File: config.mk
export PLATFORM = sky130hd
export DESIGN_NAME = uart_frame_tx
export DESIGN_NICKNAME = d
export VERILOG_FILES = /design/src/rtl/uart_frame_tx.sv
export SDC_FILE = /design/constraint.sdc
export NUM_CORES = 1
export LEC_CHECK = 0
export ABC_AREA = 0
export BUFFER_PORTS_ARGS = -buffer_cell sky130_fd_sc_hd__buf_2
export CAP_MARGIN = 20
export CORE_MARGIN = 2
export CORE_UTILIZATION = 45
export CTS_BUF_LIST = sky130_fd_sc_hd__clkbuf_16
export CTS_CLUSTER_DIAMETER = 100
export DETAILED_ROUTE_END_ITERATION = 7
export GPL_TIMING_DRIVEN = 0
export PLACE_DENSITY = 0.67
export SETUP_SLACK_MARGIN = 0.05
export SYNTH_ARGS = -nofsm -noshare
export SYNTH_HDL_FRONTEND = slang
export SYNTH_SLANG_ARGS = --single-unit
export TNS_END_PERCENT = 10
File: constraint.sdc
create_clock -name clk -period 3.2 [get_ports clk]
set_input_delay 0.48 -clock clk [delete_from_list [all_inputs] [get_ports clk]]
set_output_delay 0.48 -clock clk [all_outputs]
set_load 0.05 [all_outputs]
File: src/rtl/uart_frame_tx.sv
// uart_frame_tx
//   UART transmit framer. On an accepted start it latches the payload and
//   sends an optional header byte followed by NUM_BYTES payload bytes, MSB
//   byte first. Each byte is sent as 8N1, LSB bit first. There is no idle
//   gap between the bytes of a frame.
//
// Ports
//   clk    in   system clock, rising edge
//   rst    in   synchronous active-high reset; aborts any frame in flight
//   start  in   one-cycle request, only honoured while idle
//   data   in   payload, byte 0 = data[8*NUM_BYTES-1 -: 8], latched on start
//   tx     out  registered serial line, idle high
//   busy   out  high while a frame is on the line
//   done   out  one-cycle pulse on the cycle after the final stop bit
module uart_frame_tx #(
  parameter int         CLK_DIV     = 10416,
  parameter int         NUM_BYTES   = 16,
  parameter logic [7:0] HEADER      = 8'h01,
  parameter bit         SEND_HEADER = 1'b1
) (
  input  logic                   clk,
  input  logic                   rst,
  input  logic                   start,
  input  logic [8*NUM_BYTES-1:0] data,
  output logic                   tx,
  output logic                   busy,
  output logic                   done
);

  localparam int TOTAL   = NUM_BYTES + (SEND_HEADER ? 1 : 0);
  localparam int FRAME_W = 8 * TOTAL;
  localparam int BAUD_W  = $clog2(CLK_DIV);
  localparam int BYTE_W  = $clog2(NUM_BYTES + 2);
  localparam logic [BAUD_W-1:0] BAUD_LAST = BAUD_W'(CLK_DIV - 1);
  localparam logic [BYTE_W-1:0] BYTE_LAST = BYTE_W'(TOTAL - 1);

  typedef enum logic [1:0] {IDLE, START, DATA, STOP} state_t;

  state_t              state_reg, state_next;
  logic [BAUD_W-1:0]   baud_reg, baud_next;
  logic [2:0]          bit_reg, bit_next;
  logic [BYTE_W-1:0]   byte_reg, byte_next;
  logic [FRAME_W-1:0]  frame_reg, frame_next;
  logic                tx_reg, tx_next;
  logic                busy_reg, busy_next;
  logic                done_reg, done_next;

  logic [FRAME_W-1:0]  load_frame;
  logic [7:0]          cur_byte;
  logic                baud_end;

  // Assemble the whole frame once so the byte currently on the wire is
  // always the top byte of frame_reg.
  genvar gi;
  generate
    for (gi = 0; gi < NUM_BYTES; gi++) begin : g_payload
      assign load_frame[8*gi +: 8] = data[8*gi +: 8];
    end
    if (SEND_HEADER) begin : g_header
      assign load_frame[FRAME_W-1 -: 8] = HEADER;
    end
  endgenerate

  always_ff @(posedge clk) begin
    if (rst) begin
      state_reg <= IDLE;
      baud_reg  <= '0;
      bit_reg   <= '0;
      byte_reg  <= '0;
      frame_reg <= '0;
      tx_reg    <= 1'b1;
      busy_reg  <= 1'b0;
      done_reg  <= 1'b0;
    end else begin
      state_reg <= state_next;
      baud_reg  <= baud_next;
      bit_reg   <= bit_next;
      byte_reg  <= byte_next;
      frame_reg <= frame_next;
      tx_reg    <= tx_next;
      busy_reg  <= busy_next;
      done_reg  <= done_next;
    end
  end

  always_comb begin
    state_next = state_reg;
    baud_next  = baud_reg;
    bit_next   = bit_reg;
    byte_next  = byte_reg;
    frame_next = frame_reg;
    done_next  = 1'b0;
    baud_end   = (baud_reg == BAUD_LAST);

    case (state_reg)
      IDLE: begin
        baud_next = '0;
        bit_next  = '0;
        byte_next = '0;
        if (start) begin
          frame_next = load_frame;
          state_next = START;
        end
      end
      START: begin
        if (baud_end) begin
          baud_next  = '0;
          bit_next   = '0;
          state_next = DATA;
        end else begin
          baud_next = baud_reg + BAUD_W'(1);
        end
      end
      DATA: begin
        if (baud_end) begin
          baud_next = '0;
          if (bit_reg == 3'd7) begin
            state_next = STOP;
          end else begin
            bit_next = bit_reg + 3'd1;
          end
        end else begin
          baud_next = baud_reg + BAUD_W'(1);
        end
      end
      STOP: begin
        if (baud_end) begin
          baud_next = '0;
          if (byte_reg == BYTE_LAST) begin
            byte_next  = '0;
            done_next  = 1'b1;
            state_next = IDLE;
          end else begin
            // Next byte follows straight on: no idle cycle between bytes.
            byte_next  = byte_reg + BYTE_W'(1);
            frame_next = frame_reg << 8;
            state_next = START;
          end
        end else begin
          baud_next = baud_reg + BAUD_W'(1);
        end
      end
      default: state_next = IDLE;
    endcase

    // tx is computed from the next-state values and registered, so the pin
    // changes on the same edge as the state and never glitches.
    cur_byte = frame_next[FRAME_W-1 -: 8];
    case (state_next)
      START:   tx_next = 1'b0;
      DATA:    tx_next = cur_byte[bit_next];
      default: tx_next = 1'b1;
    endcase
    busy_next = (state_next != IDLE);
  end

  assign tx   = tx_reg;
  assign busy = busy_reg;
  assign done = done_reg;

endmodule

==> run_results.csv <==
group,metric,value,unit
worst_hold_path,hold_end,"frame_reg[4]",
power,pwr-share-comb,31.3,%
setup_path,ff2ff_setup_slack,0.33,ns
synth,synth_area_leaders,"dfxtp_1 48%, a22oi_1 14%, a21oi_1 11%, nand2_1 7.4%, nor2_1 2.3%",
power,power,6850,uW
synth,synth_edf_count,0,
synth,async_flop_share,0,%
setup_path,r2r-end,"frame_reg[122]",
power,clockPowerShare,28.8,%
timing,tightestPinTransition,0.693,ns
global_routing,grt_pass1_wl,29800,um
detailed_routing,antenna_left,0,
run_status,status,"completed",
clock_network,cts_tree,"built",
clock_network,post-cts-setup-buffer-count,0,
place,placedCellCount,1106,
worst_hold_path,hold_start,"data[4]",
clock_network,clock_latency,0.43,ns
power,peakVddDrop,459,uV
timing,post-route-min-period,2.87,ns
detailed_routing,vias,6341,
synth,ys_seq_elements,163,
power,p_leak,0.00305,uW
timing,layout_setup_ws,0.331,ns
floorplanning,core_region_area,0.0146,mm^2
worst_hold_path,hold_depth,3,
global_routing,grt_max_degree,17,
setup_path,setup.worst_path.end_class,"flip-flop",
global_routing,grt_pass1_vias,5965,
detailed_routing,drt_iter0_drc,446,
setup_path,startpoint_type,"flip-flop",
place,routabilityCongestion,0.857,
synth,synth_warnings,0,
timing,fmax,349,MHz
synth,syn_inst,790,
place,dpl_worst_slack,0.190,ns
detailed_routing,wl_per_cell,16.3,um
place,io_buffers,132,
timing,slew_headroom,53.4,%
setup_path,cp_max_fo,10,
setup_path,r2r_cells,10,
layout,area_delta_synth_final,21.5,%
synth,synthFlopType,"dfxtp_1",
clock_network,path_clk_slew,0.07,ns
clock_network,cts_buffers,17,
power,seq_power_share,39.9,%
synth,syn-num-nets,930,
setup_path,crit_arrival,3.22,ns
layout,layout.cells.non_filler,1138,
synth,synth_seq_area_share,48.1,%
synth,synth_top_area_cell,"dfxtp_1",
setup_path,required,3.55,ns
timing,period_share,89.7,%
floorplanning,start_util,46.4,%
synth,syn_area_per_cell,8.59,um^2
setup_path,criticalPathCategory,"flip-flop to flip-flop",
layout,multi_input_area,0.00320,mm^2
power,intPower,4420,uW
detailed_routing,drc,0,
layout,drive_gt1_share,21.0,%
layout,nets,1081,
run,drv_cap,0,
floorplanning,io_pins,134,
timing,hold_viol,0,
floorplanning,std_cell_rows,44,
timing,rsz0062_at_grt,"false",
layout,fin_area,0.00825,mm^2
timing,report.final.slew_viol_count,0,
global_routing,grtUsageTotal,23.1,%
layout,regArea,0.00326,mm^2
power,powerDensity,830,mW/mm^2
floorplanning,floorplan.die_area,0.0161,mm^2
power,switchingPower,2430,uW
place,hpwl,13500,um
clock_network,cts.path.max_buffers,2,
timing,setup_tns,0,ns
synth,yosysUniqueCellTypes,53,
timing,fin_skew,0.0109,ns
clock_network,cts_htree_levels,4,
clock_network,clock-sinks,163,
floorplanning,die_w,127,um
place,post_dp_cell_area,0.00768,mm^2
setup_path,rr_startpoint,"state_reg[0]",
detailed_routing,first_pass_iters,5,
layout,fill_cells,1376,
global_routing,grt_antenna_before_repair,0,
detailed_routing,viasPerCell,5.57,
global_routing,globalRoute.totalOverflow,0,
clock_network,cts-root-buf,"clkbuf_16",
timing,finalSetupViolCount,0,
synth,synth_area,0.00679,mm^2
detailed_routing,finalWirelength,18600,um
power,switching_share,35.5,%
layout,largest_register_ffs,136,
synth,synth_top_area_share,48.1,%
worst_hold_path,hp-class,"input pin to flip-flop",
floorplanning,die_h,127,um
layout,antenna_cells,0,
[synthesized netlist by cell type (all sizes together) (2+ instances only)]
cell and instances:
a211oi 2, a21oi 145, a22oi 129, a2bb2oi 2, a31oi 3, and3 4, buf 29, clkbuf 38
dfxtp 163, ha 9, inv 7, mux2 2, nand2 134, nand3 13, nand4 2, nor2 42
nor2b 4, nor3 10, nor4b 2, o21ai 7, o21bai 3, o31ai 8, or3 4, xnor2 4
xor2 6
[power by group through the flow]
stage,clock [uW],sequential (uW),combinational (uW)
CTS,2000,2720,2130
detailed placement,0,2760,2120
floorplan,0,2710,1560
global route,2090,2780,2380
global placement,0,2760,2100
finish,1970,2730,2140
[logic make-up (layout without fill, tap and decap cells)]
group	count (synthesis)	in the layout	share of synthesized area [%]
simple gates	221	221	14.6
xor+xnor	10	10	1.29
flops	163	163	48.1
mux	3	3	0.534
buf+inv	74	238	4.74
compound gates	310	310	29.1
fa+ha+maj	9	9	1.66
[repair_timing]
| action | in CTS | in global routing |
|---|---|---|
| setup endpoints to repair | 0 | 100 |
| hold buffers | 0 | 0 |
| resized for setup | 0 | 2 |
[cell usage in the layout, fill, tap and decap left out, types with 2 or more instances in the layout]
| cell type | synthesis | routed |
|---|---|---|
| and3_1 | 4 | 4 |
| a21oi_1 | 145 | 145 |
| o21bai_1 | 3 | 3 |
| o31ai_1 | 8 | 8 |
| a211oi_1 | 2 | 2 |
| clkinv_1 | 0 | 3 |
| buf_2 | 26 | 158 |
| o21ai_0 | 7 | 7 |
| or3_1 | 4 | 4 |
| nand2_1 | 134 | 134 |
| nand3_1 | 12 | 12 |
| nor3_2 | 2 | 2 |
| xnor2_1 | 4 | 4 |
| clkbuf_16 | 0 | 17 |
| dfxtp_1 | 163 | 163 |
| nor3_1 | 7 | 7 |
| xor2_1 | 6 | 6 |
| clkinv_2 | 0 | 2 |
| bufinv_16 | 0 | 2 |
| ha_1 | 9 | 9 |
| nor2_1 | 42 | 42 |
| inv_1 | 7 | 8 |
| a31oi_1 | 3 | 3 |
| nor2b_1 | 4 | 4 |
| clkinv_4 | 0 | 2 |
| a22oi_1 | 129 | 129 |
| clkinvlp_4 | 0 | 4 |
| clkbuf_1 | 38 | 37 |
[worst max-delay path by stage]
stage                           endpoint  slack, ns          from  cells past startpoint
after floorplan                       tx       0.94   baud_reg[0]                      8
after global placement      frame_reg[9]       0.16  state_reg[0]                     10
after detailed placement  frame_reg[122]       0.19  state_reg[0]                     10
after CTS                 frame_reg[122]       0.16  state_reg[0]                     10
after global routing       frame_reg[58]       0.09  state_reg[1]                     10
final                     frame_reg[122]       0.33  state_reg[0]                     10
[routing by layer]
| metal | part of all wire, % | global-route usage (%) | vias up | wire, um |
|---|---|---|---|---|
| li1 | - | - | 3165 | - |
| met1 | 46 | 31.3 | 2961 | 8620 |
| met2 | 46 | 35.8 | 191 | 8460 |
| met3 | 6.5 | 6.12 | 24 | 1210 |
| met4 | 1.6 | 7.82 | 0 | 306 |
| met5 | 0 | 0 | - | 0 |
[final cells by class]
| type | count | share of cell area (%) |
|---|---|---|
| clock inverter | 15 | 1.71 |
| buffer | 67 | 3.60 |
| sequential | 163 | 39.6 |
| inverter | 7 | 0.319 |
| timing repair buffer | 132 | 8.01 |
| tap | 184 | 2.79 |
| clock buffer | 17 | 5.16 |
| multi-input combinational | 553 | 38.9 |
[worst max-delay path, cell delays in order (launching register included)]
cell      delay (ns)
dfxtp_1         0.37
inv_1           0.12
ha_1            0.14
buf_2           0.19
nor2b_1         0.19
clkbuf_1        0.40
o21bai_1        0.26
clkbuf_2        0.35
clkbuf_1        0.47
a22oi_1         0.15
a21oi_1         0.15
[metrics by stage]
step                util [%]  hold WS (ns)
floorplan                  -         0.418
global placement        52.4         0.434
detailed placement      52.4         0.444
CTS                     56.3         0.290
global route            56.3         0.304
finish                  56.3         0.310
Power figures use the tool's default switching activity.
